==> config.mk <==
export PLATFORM = sky130hd
export DESIGN_NAME = uart_tx_fifo
export DESIGN_NICKNAME = d
export VERILOG_FILES = /design/src/rtl/uart_tx_fifo_pkg.sv /design/src/rtl/uart_tx_fifo_sync_fifo.sv /design/src/rtl/uart_tx_fifo.sv
export SDC_FILE = /design/constraint.sdc
export NUM_CORES = 1
export LEC_CHECK = 0
export CORE_MARGIN = 2
export CORE_UTILIZATION = 40
export CTS_CLUSTER_SIZE = 30
export DETAILED_ROUTE_END_ITERATION = 10
export HOLD_SLACK_MARGIN = 0.05
export PLACE_DENSITY = 0.54
export SLEW_MARGIN = 30
export SYNTH_ARGS = -nofsm -noshare
export SYNTH_HDL_FRONTEND = slang
export SYNTH_SLANG_ARGS = --single-unit
==> constraint.sdc <==
create_clock -name clk -period 5.4 [get_ports clk]
set_input_delay 0.54 -clock clk [delete_from_list [all_inputs] [get_ports clk]]
set_output_delay 0.54 -clock clk [all_outputs]
set_load 0.02 [all_outputs]
==> src/rtl/uart_tx_fifo_pkg.sv <==
// Shared UART definitions: frame width, default baud divisor and serialiser states.
// The matching UART receiver imports the same package.
package uart_tx_fifo_pkg;

  localparam int unsigned UART_DATA_BITS       = 8;
  localparam int unsigned DEFAULT_CLKS_PER_BIT = 434;

  typedef enum logic [1:0] {
    ST_IDLE  = 2'd0,
    ST_START = 2'd1,
    ST_DATA  = 2'd2,
    ST_STOP  = 2'd3
  } tx_state_t;

endpackage

==> src/rtl/uart_tx_fifo_sync_fifo.sv <==
// Single-clock synchronous FIFO with first-word-fall-through read data.
// Occupancy is tracked explicitly; full/empty are decoded from it.
module sync_fifo #(
  parameter int unsigned WIDTH = 8,
  parameter int unsigned AW    = 4
) (
  input  logic             clk,
  input  logic             rst,
  input  logic             wr_en,
  input  logic [WIDTH-1:0] wr_data,
  input  logic             rd_en,
  output logic [WIDTH-1:0] rd_data,
  output logic             full,
  output logic             empty,
  output logic [AW:0]      level
);

  localparam int unsigned DEPTH = 2 ** AW;

  logic [WIDTH-1:0] r_mem [DEPTH];
  logic [AW-1:0]    r_wr_ptr;
  logic [AW-1:0]    r_rd_ptr;
  logic [AW:0]      r_level;
  logic             w_push;
  logic             w_pop;

  assign full    = (r_level == (AW+1)'(DEPTH));
  assign empty   = (r_level == '0);
  assign level   = r_level;
  assign rd_data = r_mem[r_rd_ptr];

  // A push into a full FIFO is dropped even when a pop frees a slot this cycle.
  assign w_push = wr_en && !full;
  assign w_pop  = rd_en && !empty;

  always_ff @(posedge clk) begin
    if (w_push) begin
      r_mem[r_wr_ptr] <= wr_data;
    end
  end

  always_ff @(posedge clk) begin
    if (rst) begin
      r_wr_ptr <= '0;
      r_rd_ptr <= '0;
      r_level  <= '0;
    end else begin
      if (w_push) begin
        r_wr_ptr <= r_wr_ptr + 1'b1;
      end
      if (w_pop) begin
        r_rd_ptr <= r_rd_ptr + 1'b1;
      end
      case ({w_push, w_pop})
        2'b10:   r_level <= r_level + 1'b1;
        2'b01:   r_level <= r_level - 1'b1;
        default: r_level <= r_level;
      endcase
    end
  end

endmodule

==> src/rtl/uart_tx_fifo.sv <==
// Buffered 8N1 UART transmitter: csr pushes bytes into a FIFO, the serialiser
// drains it back-to-back onto txd with a configurable number of stop bits.
module uart_tx_fifo
  import uart_tx_fifo_pkg::*;
#(
  parameter int unsigned CLKS_PER_BIT = DEFAULT_CLKS_PER_BIT,
  parameter int unsigned FIFO_AW      = 4,
  parameter int unsigned STOP_BITS    = 1
) (
  input  logic               clk,
  input  logic               rst,
  input  logic               wr_en,
  input  logic [7:0]         wr_data,
  output logic               full,
  output logic               empty,
  output logic [FIFO_AW:0]   level,
  output logic               busy,
  output logic               overflow,
  input  logic               clr_ovrflw,
  output logic               txd
);

  localparam int unsigned BW        = (CLKS_PER_BIT > 1) ? $clog2(CLKS_PER_BIT) : 1;
  localparam logic [BW-1:0] BAUD_LAST = BW'(CLKS_PER_BIT - 1);
  localparam logic [2:0]    BIT_LAST  = 3'(UART_DATA_BITS - 1);
  localparam logic [2:0]    STOP_LAST = 3'(STOP_BITS - 1);

  tx_state_t   r_state;
  tx_state_t   w_state_nxt;
  logic [BW-1:0] r_baud_cnt;
  logic [BW-1:0] w_baud_nxt;
  logic [2:0]  r_bit_cnt;
  logic [2:0]  w_bit_nxt;
  logic [7:0]  r_shift;
  logic [7:0]  w_shift_nxt;
  logic        r_txd;
  logic        w_txd_nxt;
  logic        r_overflow;
  logic        w_pop;
  logic        w_baud_done;
  logic [7:0]  w_rd_data;

  sync_fifo #(
    .WIDTH (UART_DATA_BITS),
    .AW    (FIFO_AW)
  ) u_fifo (
    .clk     (clk),
    .rst     (rst),
    .wr_en   (wr_en),
    .wr_data (wr_data),
    .rd_en   (w_pop),
    .rd_data (w_rd_data),
    .full    (full),
    .empty   (empty),
    .level   (level)
  );

  assign busy        = (r_state != ST_IDLE);
  assign txd         = r_txd;
  assign overflow    = r_overflow;
  assign w_baud_done = (r_baud_cnt == BAUD_LAST);

  always_ff @(posedge clk) begin
    if (rst) begin
      r_overflow <= 1'b0;
    end else if (wr_en && full) begin
      r_overflow <= 1'b1;
    end else if (clr_ovrflw) begin
      r_overflow <= 1'b0;
    end
  end

  always_ff @(posedge clk) begin
    if (rst) begin
      r_state    <= ST_IDLE;
      r_baud_cnt <= '0;
      r_bit_cnt  <= '0;
      r_shift    <= '0;
      r_txd      <= 1'b1;
    end else begin
      r_state    <= w_state_nxt;
      r_baud_cnt <= w_baud_nxt;
      r_bit_cnt  <= w_bit_nxt;
      r_shift    <= w_shift_nxt;
      r_txd      <= w_txd_nxt;
    end
  end

  // bit_cnt doubles as the stop-bit counter so baud_cnt stays one bit period wide.
  always_comb begin
    w_state_nxt = r_state;
    w_baud_nxt  = r_baud_cnt;
    w_bit_nxt   = r_bit_cnt;
    w_shift_nxt = r_shift;
    w_txd_nxt   = r_txd;
    w_pop       = 1'b0;
    case (r_state)
      ST_IDLE: begin
        w_txd_nxt = 1'b1;
        if (!empty) begin
          w_pop       = 1'b1;
          w_shift_nxt = w_rd_data;
          w_txd_nxt   = 1'b0;
          w_baud_nxt  = '0;
          w_state_nxt = ST_START;
        end
      end
      ST_START: begin
        if (w_baud_done) begin
          w_baud_nxt  = '0;
          w_bit_nxt   = '0;
          w_txd_nxt   = r_shift[0];
          w_shift_nxt = {1'b0, r_shift[7:1]};
          w_state_nxt = ST_DATA;
        end else begin
          w_baud_nxt = r_baud_cnt + 1'b1;
        end
      end
      ST_DATA: begin
        if (w_baud_done) begin
          w_baud_nxt = '0;
          if (r_bit_cnt == BIT_LAST) begin
            w_bit_nxt   = '0;
            w_txd_nxt   = 1'b1;
            w_state_nxt = ST_STOP;
          end else begin
            w_bit_nxt   = r_bit_cnt + 1'b1;
            w_txd_nxt   = r_shift[0];
            w_shift_nxt = {1'b0, r_shift[7:1]};
          end
        end else begin
          w_baud_nxt = r_baud_cnt + 1'b1;
        end
      end
      ST_STOP: begin
        if (w_baud_done) begin
          w_baud_nxt = '0;
          if (r_bit_cnt == STOP_LAST) begin
            w_bit_nxt = '0;
            if (!empty) begin
              w_pop       = 1'b1;
              w_shift_nxt = w_rd_data;
              w_txd_nxt   = 1'b0;
              w_state_nxt = ST_START;
            end else begin
              w_state_nxt = ST_IDLE;
            end
          end else begin
            w_bit_nxt = r_bit_cnt + 1'b1;
          end
        end else begin
          w_baud_nxt = r_baud_cnt + 1'b1;
        end
      end
      default: begin
        w_state_nxt = ST_IDLE;
      end
    endcase
  end

endmodule

==> results of run 1 <==
-- power by group through the flow --
stage / sequential (mW) / clock [mW] / combinational (mW)
4_1_cts: 1.59 / 1.19 / 1.22
3_5_place_dp: 1.62 / 0 / 1.21
2_1_floorplan: 1.60 / 0 / 0.900
3_3_place_gp: 1.61 / 0 / 1.20
5_1_grt: 1.60 / 1.24 / 1.34
6_report: 1.59 / 1.16 / 1.21
-- kinds of logic after synthesis --
family	synth area share, %
DFF	65.0
and+or+nand+nor	9.17
AOI/OAI and AO/OA	7.62
muxes	11.7
buffers and inverters	2.14
adders and majority gates	3.31
xor gates and xnor gates	1.10
-- placed cells by master (no fill, tap or decap), types with 4 or more instances in the layout --
master	instances
xnor2_1	4
nand2_1	20
edfxtp_1	128
clkbuf_16	17
a21oi_1	32
mux2i_1	24
dfxtp_1	40
buf_4	7
mux4_2	25
clkdlybuf4s50_1	21
o21ai_0	9
inv_1	12
nand3_1	10
a31oi_1	5
ha_1	19
a211oi_1	4
nor2_1	42
xor2_1	5
a221oi_1	7
and2_1	4
nor3_1	8
nor2b_1	10
inv_6	7
nand2b_1	7
-- worst max-delay path: stages, from the launching register on --
cell and delay [ns]:
dfxtp_1 0.38, or4b_4 0.57, o41a_4 0.53, nor3_4 0.23, ha_1 0.38, or3b_2 0.48
a21boi_0 0.21, nor3_1 0.06, or3b_2 0.43, a21oi_1 0.14
-- final timing paths --
path / to / cells past startpoint
max: u_fifo.level[3]$_SDFFE_PP0P_ / 9
min: r_shift[7]$_SDFFE_PP0P_ / 2
min reg2reg: r_shift[7]$_SDFFE_PP0P_ / 2
max reg2reg: u_fifo.level[3]$_SDFFE_PP0P_ / 9
-- per-stage QoR --
| stage | cell area (um^2) | worst slack [ns] |
|---|---|---|
| floorplan | 7180 | 2.06 |
| global placement | 7630 | 1.91 |
| detailed placement | 7630 | 1.89 |
| CTS | 8190 | 1.91 |
| global route | 8190 | 1.61 |
| finish | 8190 | 1.92 |
-- layer usage --
layer	track usage (%)	vias up	wire, um	share of wire [%]
met5	0	-	0	0
met4	4.93	0	192	1.3
met3	4.64	14	507	3.5
met2	27.0	54	7020	49
met1	22.4	2023	6700	46
li1	-	1940	-	-
-- registers in the layout, indices dropped and copies added (netlist names), named ones only --
register,cells
u_fifo.r_wr_ptr,4
r_shift,8
u_fifo.r_rd_ptr,4
r_bit_cnt,3
r_baud_cnt,9
overflow,1
r_state,2
txd,1
u_fifo.level,5
u_fifo.r_mem,128
-- layout make-up --
cell class	count	share of cell area (%)
sequential	169	56.9
multi-input combinational	288	28.9
clock buffer	17	5.19
tap	225	3.44
timing repair buffer	28	3.21
clock inverter	14	1.63
inverter	14	0.641
==> metrics.md, run 1 <==
| Metric | Value |
|---|---|
| Status | finished clean |
| Synth area leaders | edfxtp_1 54%, dfxtp_1 11%, mux4_2 7.8% |
| Critical path endpoint category | register |
| Async SR Flop Fraction | 0% |
| Clock skew | 0.00920 ns |
| Grt ovf | 0 |
| Worst-Skew Late Latency | 0.42 ns |
| Clk buf depth | 2 |
| Starting DRT DRC Count | 232 |
| Core Util, Final | 47.0% |
| Post-Syn Area | 7180 um^2 |
| Total I/O pin count | 22 |
| Largest net degree at the start of global routing | 35 |
| Max Freq | 0.287 GHz |
| Total Power | 3.96 mW |
| Max-slew headroom | 32.8% |
| Die area | 19000 um^2 |
| Most numerous cell in the Yosys netlist | edfxtp_1 |
| Multi-input logic area | 2370 um^2 |
| GRT Overall Usage | 16.8% |
| DR pass1 iterations | 5 |
| Setup Buffers After CTS | 0 |
| Synth warnings | 0 |
| Final setup fails | 0 |
| Fin crit period | 3.48 ns |
| Data arrival, critical path | 3.84 ns |
| Worst flop-to-flop path startpoint | r_baud_cnt[3]$_SDFFE_PP0N_ |
| FF+latch area | 4670 um^2 |
| Synth Net Count | 525 |
| Die width | 138 um |
| Post-route setup TNS | 0 ns |
| Final HPWL DP | 9.31 mm |
| CP Launch Point | r_baud_cnt[3]$_SDFFE_PP0N_ |
| Final non-filler cell total | 755 |
| Peak VDD IR | 0.000271 V |
| First-pass GRT wire length | 23.1 mm |
| Root Buffer | clkbuf_16 |
| Synth cell types | 58 |
| CTS Buf Count | 17 |
| Vias in the first global route | 4018 |
| Worst Path Max Fanout | 8 |
| Period utilization | 64.5% |
| DR WL/cell | 19.1 um |
| Hold Crit Class | reg -> reg |
| Worst Path Required | 5.75 ns |
| CTS tree | done |
| Mapped Cells | 494 |
| IO Port Bufs | 21 |
| Cell internal pwr | 2.65 mW |
| Synth Register Bits | 169 |
| Post-synth EDFFs | 128 |
| Register area share after synthesis | 65.0% |
| Mean area per synthesized cell | 14.5 um^2 |
| Post-CTS Resized | 0 |
| Synth cell count leaders | 128 x edfxtp_1, 45 x nor2_1, 41 x dfxtp_1 |
| Final Slew Violations | 0 |
| Sw frac | 33.1% |
| Routed WL | 14.4 mm |
| Via-to-Cell Ratio | 5.34 |
| Kind of critical path | reg -> reg |
| Number of antenna-violating nets in the routed design | 0 |
| CTS HTree Levels | 4 |
| Reg power frac | 40.1% |
| Cell row count | 48 |
| Share of cells above drive strength 1 | 14.9% |
| Max-cap violations | 0 |
| Initial antenna violation count | 0 |
| Fin. Hold Viols | 0 |
| Final Net Count | 549 |
| Net Switching | 1.31 mW |
| Pwr/cell area | 483 nW/um^2 |
| Post-synth top area cell | edfxtp_1 |
| Initial Util | 41.2% |
| Main synth FF type | edfxtp_1 |
| Post-CTS Hold Fix Bufs | 0 |
| DRC viols | 0 |
| Die H | 138 um |
| Slew @ Worst Pin | 1.00 ns |
| FF-to-FF setup slack | 1.92 ns |
| Layout fillers | 1520 |
| CP startpoint kind | register |
| Vias | 4031 |
| Cells after DPL | 724 |
| RSZ-0062 raised after global routing | false |
| Clock power share | 29.4% |
| Hold wc startpoint | r_shift[7]$_SDFFE_PP0P_ |
| Gate power share | 30.5% |
| Diodes inserted | 0 |
| Area Overhead vs Synth | 14.2% |
| Clock-pin slew on the worst setup and hold paths | 0.07 ns |
| GP Congestion | 0.808 |
| Leakage | 2.66 nW |
| WHS | 0.459 ns |
| Core Area | 17400 um^2 |
| Clk sinks | 169 |
| Yosys top cell area share | 53.6% |
No activity file was read; power rests on OpenSTA's default activity.
==> run 2, diff against run 1 <==
PLACE_DENSITY = 0.56   (was 0.54)
clock period = 2.9 ns   (was 5.4 ns; I/O delays follow)
==> metrics.md, run 2 (same netlist as run 1, synthesis figures left out) <==
| Metric | Value |
|---|---|
| Max-slew headroom | 44.7% (+12 points) |
| Largest net degree at the start of global routing | 37 (+5.7%) |
| Regs by FF count | u_fifo.r_mem (128), r_baud_cnt (9), r_shift (8) |
| Cell row count | 48 (unchanged) |
| Reg2reg path depth | 10 (+1) |
| Worst hold path stage count | 2 (unchanged) |
| CP startpoint kind | register |
| Core Area | 17400 um^2 (unchanged) |
| DR pass1 iterations | 4 (-1) |
| Initial Util | 41.2% (unchanged) |
| Post-CTS Hold Fix Bufs | 0 (unchanged) |
| Clock-pin slew on the worst setup and hold paths | 0.07 ns (about the same) |
| Pwr/cell area | 903 nW/um^2 (+87%) |
| Vias | 4292 (+6.5%) |
| CTS tree | done |
| First-pass GRT wire length | 23.4 mm (+1.6%) |
| Share of cells above drive strength 1 | 22.0% (+7.1 points) |
| Die H | 138 um (unchanged) |
| Final Slew Violations | 0 (unchanged) |
| CP cell instances | or4b_4 > o41a_4 > nor3_4 > ha_4 > xor2_2 > ha_2 > o211a_1 > nor3_1 > or4_1 > a21oi_1 |
| Worst Path Max Fanout | 6 (-2) |
| Hold Crit Class | reg -> reg |
| Vias in the first global route | 4319 (+7.5%) |
| Commonest cells after routing, fill and taps aside | 128 x edfxtp_1, 49 x buf_4, 45 x nor2_1 |
| Number of antenna-violating nets in the routed design | 0 (unchanged) |
| Worst-Skew Late Latency | 0.43 ns (about the same) |
| Multi-input logic area | 2400 um^2 (+1.4%) |
| Met3 WL post-DR | 589 um (+16%) |
| Kind of critical path | reg -> reg |
| Most common cell after layout, fill and taps aside | edfxtp_1 |
| GP Congestion | 0.794 (-1.7%) |
| Layout fillers | 1502 (-1.2%) |
| WL met2 | 7.31 mm (+4.1%) |
| Clock skew | 0.0129 ns (+0.00365 ns) |
| Initial antenna violation count | 0 (unchanged) |
| Pre-CTS WS | -0.00261 ns (-1.89 ns) |
| Diodes inserted | 0 (unchanged) |
| Area post-placement | 7970 um^2 (+4.5%) |
| CP peak stage delay | 0.53 ns (-0.04 ns) |
| Final setup fails | 0 (unchanged) |
| DRC viols | 0 (unchanged) |
| Die area | 19000 um^2 (unchanged) |
| Routed WL | 14.8 mm (+2.6%) |
| Slew @ Worst Pin | 0.828 ns (-0.176 ns) |
| Critical path depth | 10 (+1) |
| Leakage | 2.88 nW (+8.2%) |
| Fin. Hold Viols | 0 (unchanged) |
| FF+latch area | 4670 um^2 (about the same) |
| Max FFs per register | 128 (unchanged) |
| Starting DRT DRC Count | 265 (+14%) |
| CTS HTree Levels | 4 (unchanged) |
| Biggest register | u_fifo.r_mem |
| Max-cap violations | 0 (unchanged) |
| Metal1 wirelength | 6.75 mm (+0.73%) |
| Status | finished clean |
| Data arrival, critical path | 3.16 ns (-0.68 ns) |
| CP max-delay cell | or4b_4 |
| Grt ovf | 0 (unchanged) |
| RSZ-0062 raised after global routing | true |
| Critical path endpoint category | register |
| DR WL/cell | 18.6 um (-2.8%) |
| WP buf/inv | 0 (unchanged) |
| Peak VDD IR | 0.000520 V (+92%) |
| Max Freq | 0.356 GHz (+24%) |
| Final worst slack | 0.0937 ns (-1.82 ns) |
| Die width | 138 um (unchanged) |
| Total I/O pin count | 22 (unchanged) |
| Final HPWL DP | 9.92 mm (+6.6%) |
| Area Overhead vs Synth | 19.4% |
| Fin crit period | 2.81 ns (-0.678 ns) |
| Root Buffer | clkbuf_16 |
| Uppermost routed layer | met4 |
| Final Net Count | 592 (+7.8%) |
| Crit-path leading delay family | simple AND/OR/NAND/NOR gates |
| Via-to-Cell Ratio | 5.39 (+0.86%) |
| Fin area | 8570 um^2 (+4.6%) |
| Total Power | 7.73 mW (+95%) |
| Clk sinks | 169 (unchanged) |
| Worst Path Required | 3.25 ns (-2.50 ns) |
| GRT Overall Usage | 16.9% (+0.099 points) |
| IO Port Bufs | 21 (unchanged) |
| Clk buf depth | 2 (unchanged) |
| CTS Buf Count | 17 (unchanged) |
| Period utilization | 96.8% (+32 points) |
[run 2: cell count changes in the layout (fill, tap and decap cells not counted), sizes merged]
| cell | delta |
|---|---|
| inv | -1 |
| buf | +43 |
[run 2: per-layer routing]
metal | track usage (%) | vias up
met2 | 27.6 | 71
met4 | 3.97 | 0
met1 | 22.3 | 2175
met3 | 4.97 | 9
li1 | - | 2037
met5 | 0 | -
[run 2: worst paths after layout]
kind	start	slack (ns)	end
worst max-delay path	r_baud_cnt[2]$_SDFFE_PP0N_	0.09	u_fifo.level[4]$_SDFFE_PP0P_
worst max register to register	r_baud_cnt[2]$_SDFFE_PP0N_	0.09	u_fifo.level[4]$_SDFFE_PP0P_
worst min register to register	r_shift[7]$_SDFFE_PP0P_	0.47	r_shift[7]$_SDFFE_PP0P_
worst min-delay path	r_shift[7]$_SDFFE_PP0P_	0.47	r_shift[7]$_SDFFE_PP0P_
[run 2: tightest hold or removal path: stages (launching register included)]
cell     delay [ns]
dfxtp_1        0.31
nand2_1        0.06
o21ai_1        0.05
[run 2: layout make-up]
cell class / count / area share, %
timing repair buffer: 71 / 6.98
inverter: 14 / 0.657
clock buffer: 17 / 4.97
clock inverter: 13 / 1.56
multi-input combinational: 288 / 28.1
sequential: 169 / 54.5
tap: 225 / 3.29
[run 2: power breakdown]
group          leakage (nW)  internal (mW)  switching (mW)
clock network         0.271           1.20           0.964
logic                  1.11           1.20            1.46
registers              1.49           2.80           0.112
total                  2.88           5.20            2.53
[run 2: stage by stage]
stage / TNS (ns) / utilization [%] / hold WS [ns] / cells
global placement: 0 / 45.7 / 0.443 / 765
global route: -0.00804 / 49.2 / 0.486 / 797
floorplan: -0.204 / - / 0.389 / 494
finish: 0 / 49.2 / 0.467 / 797
detailed placement: -0.00261 / 45.7 / 0.455 / 765
CTS: 0 / 49.0 / 0.463 / 795
[run 2: repair_timing]
item	CTS	global route
buffers inserted	0	2
gates cloned	0	0
resized for setup	1	3
endpoints found under the hold margin	0	0
setup endpoints to repair	1	3
pin swaps	0	3
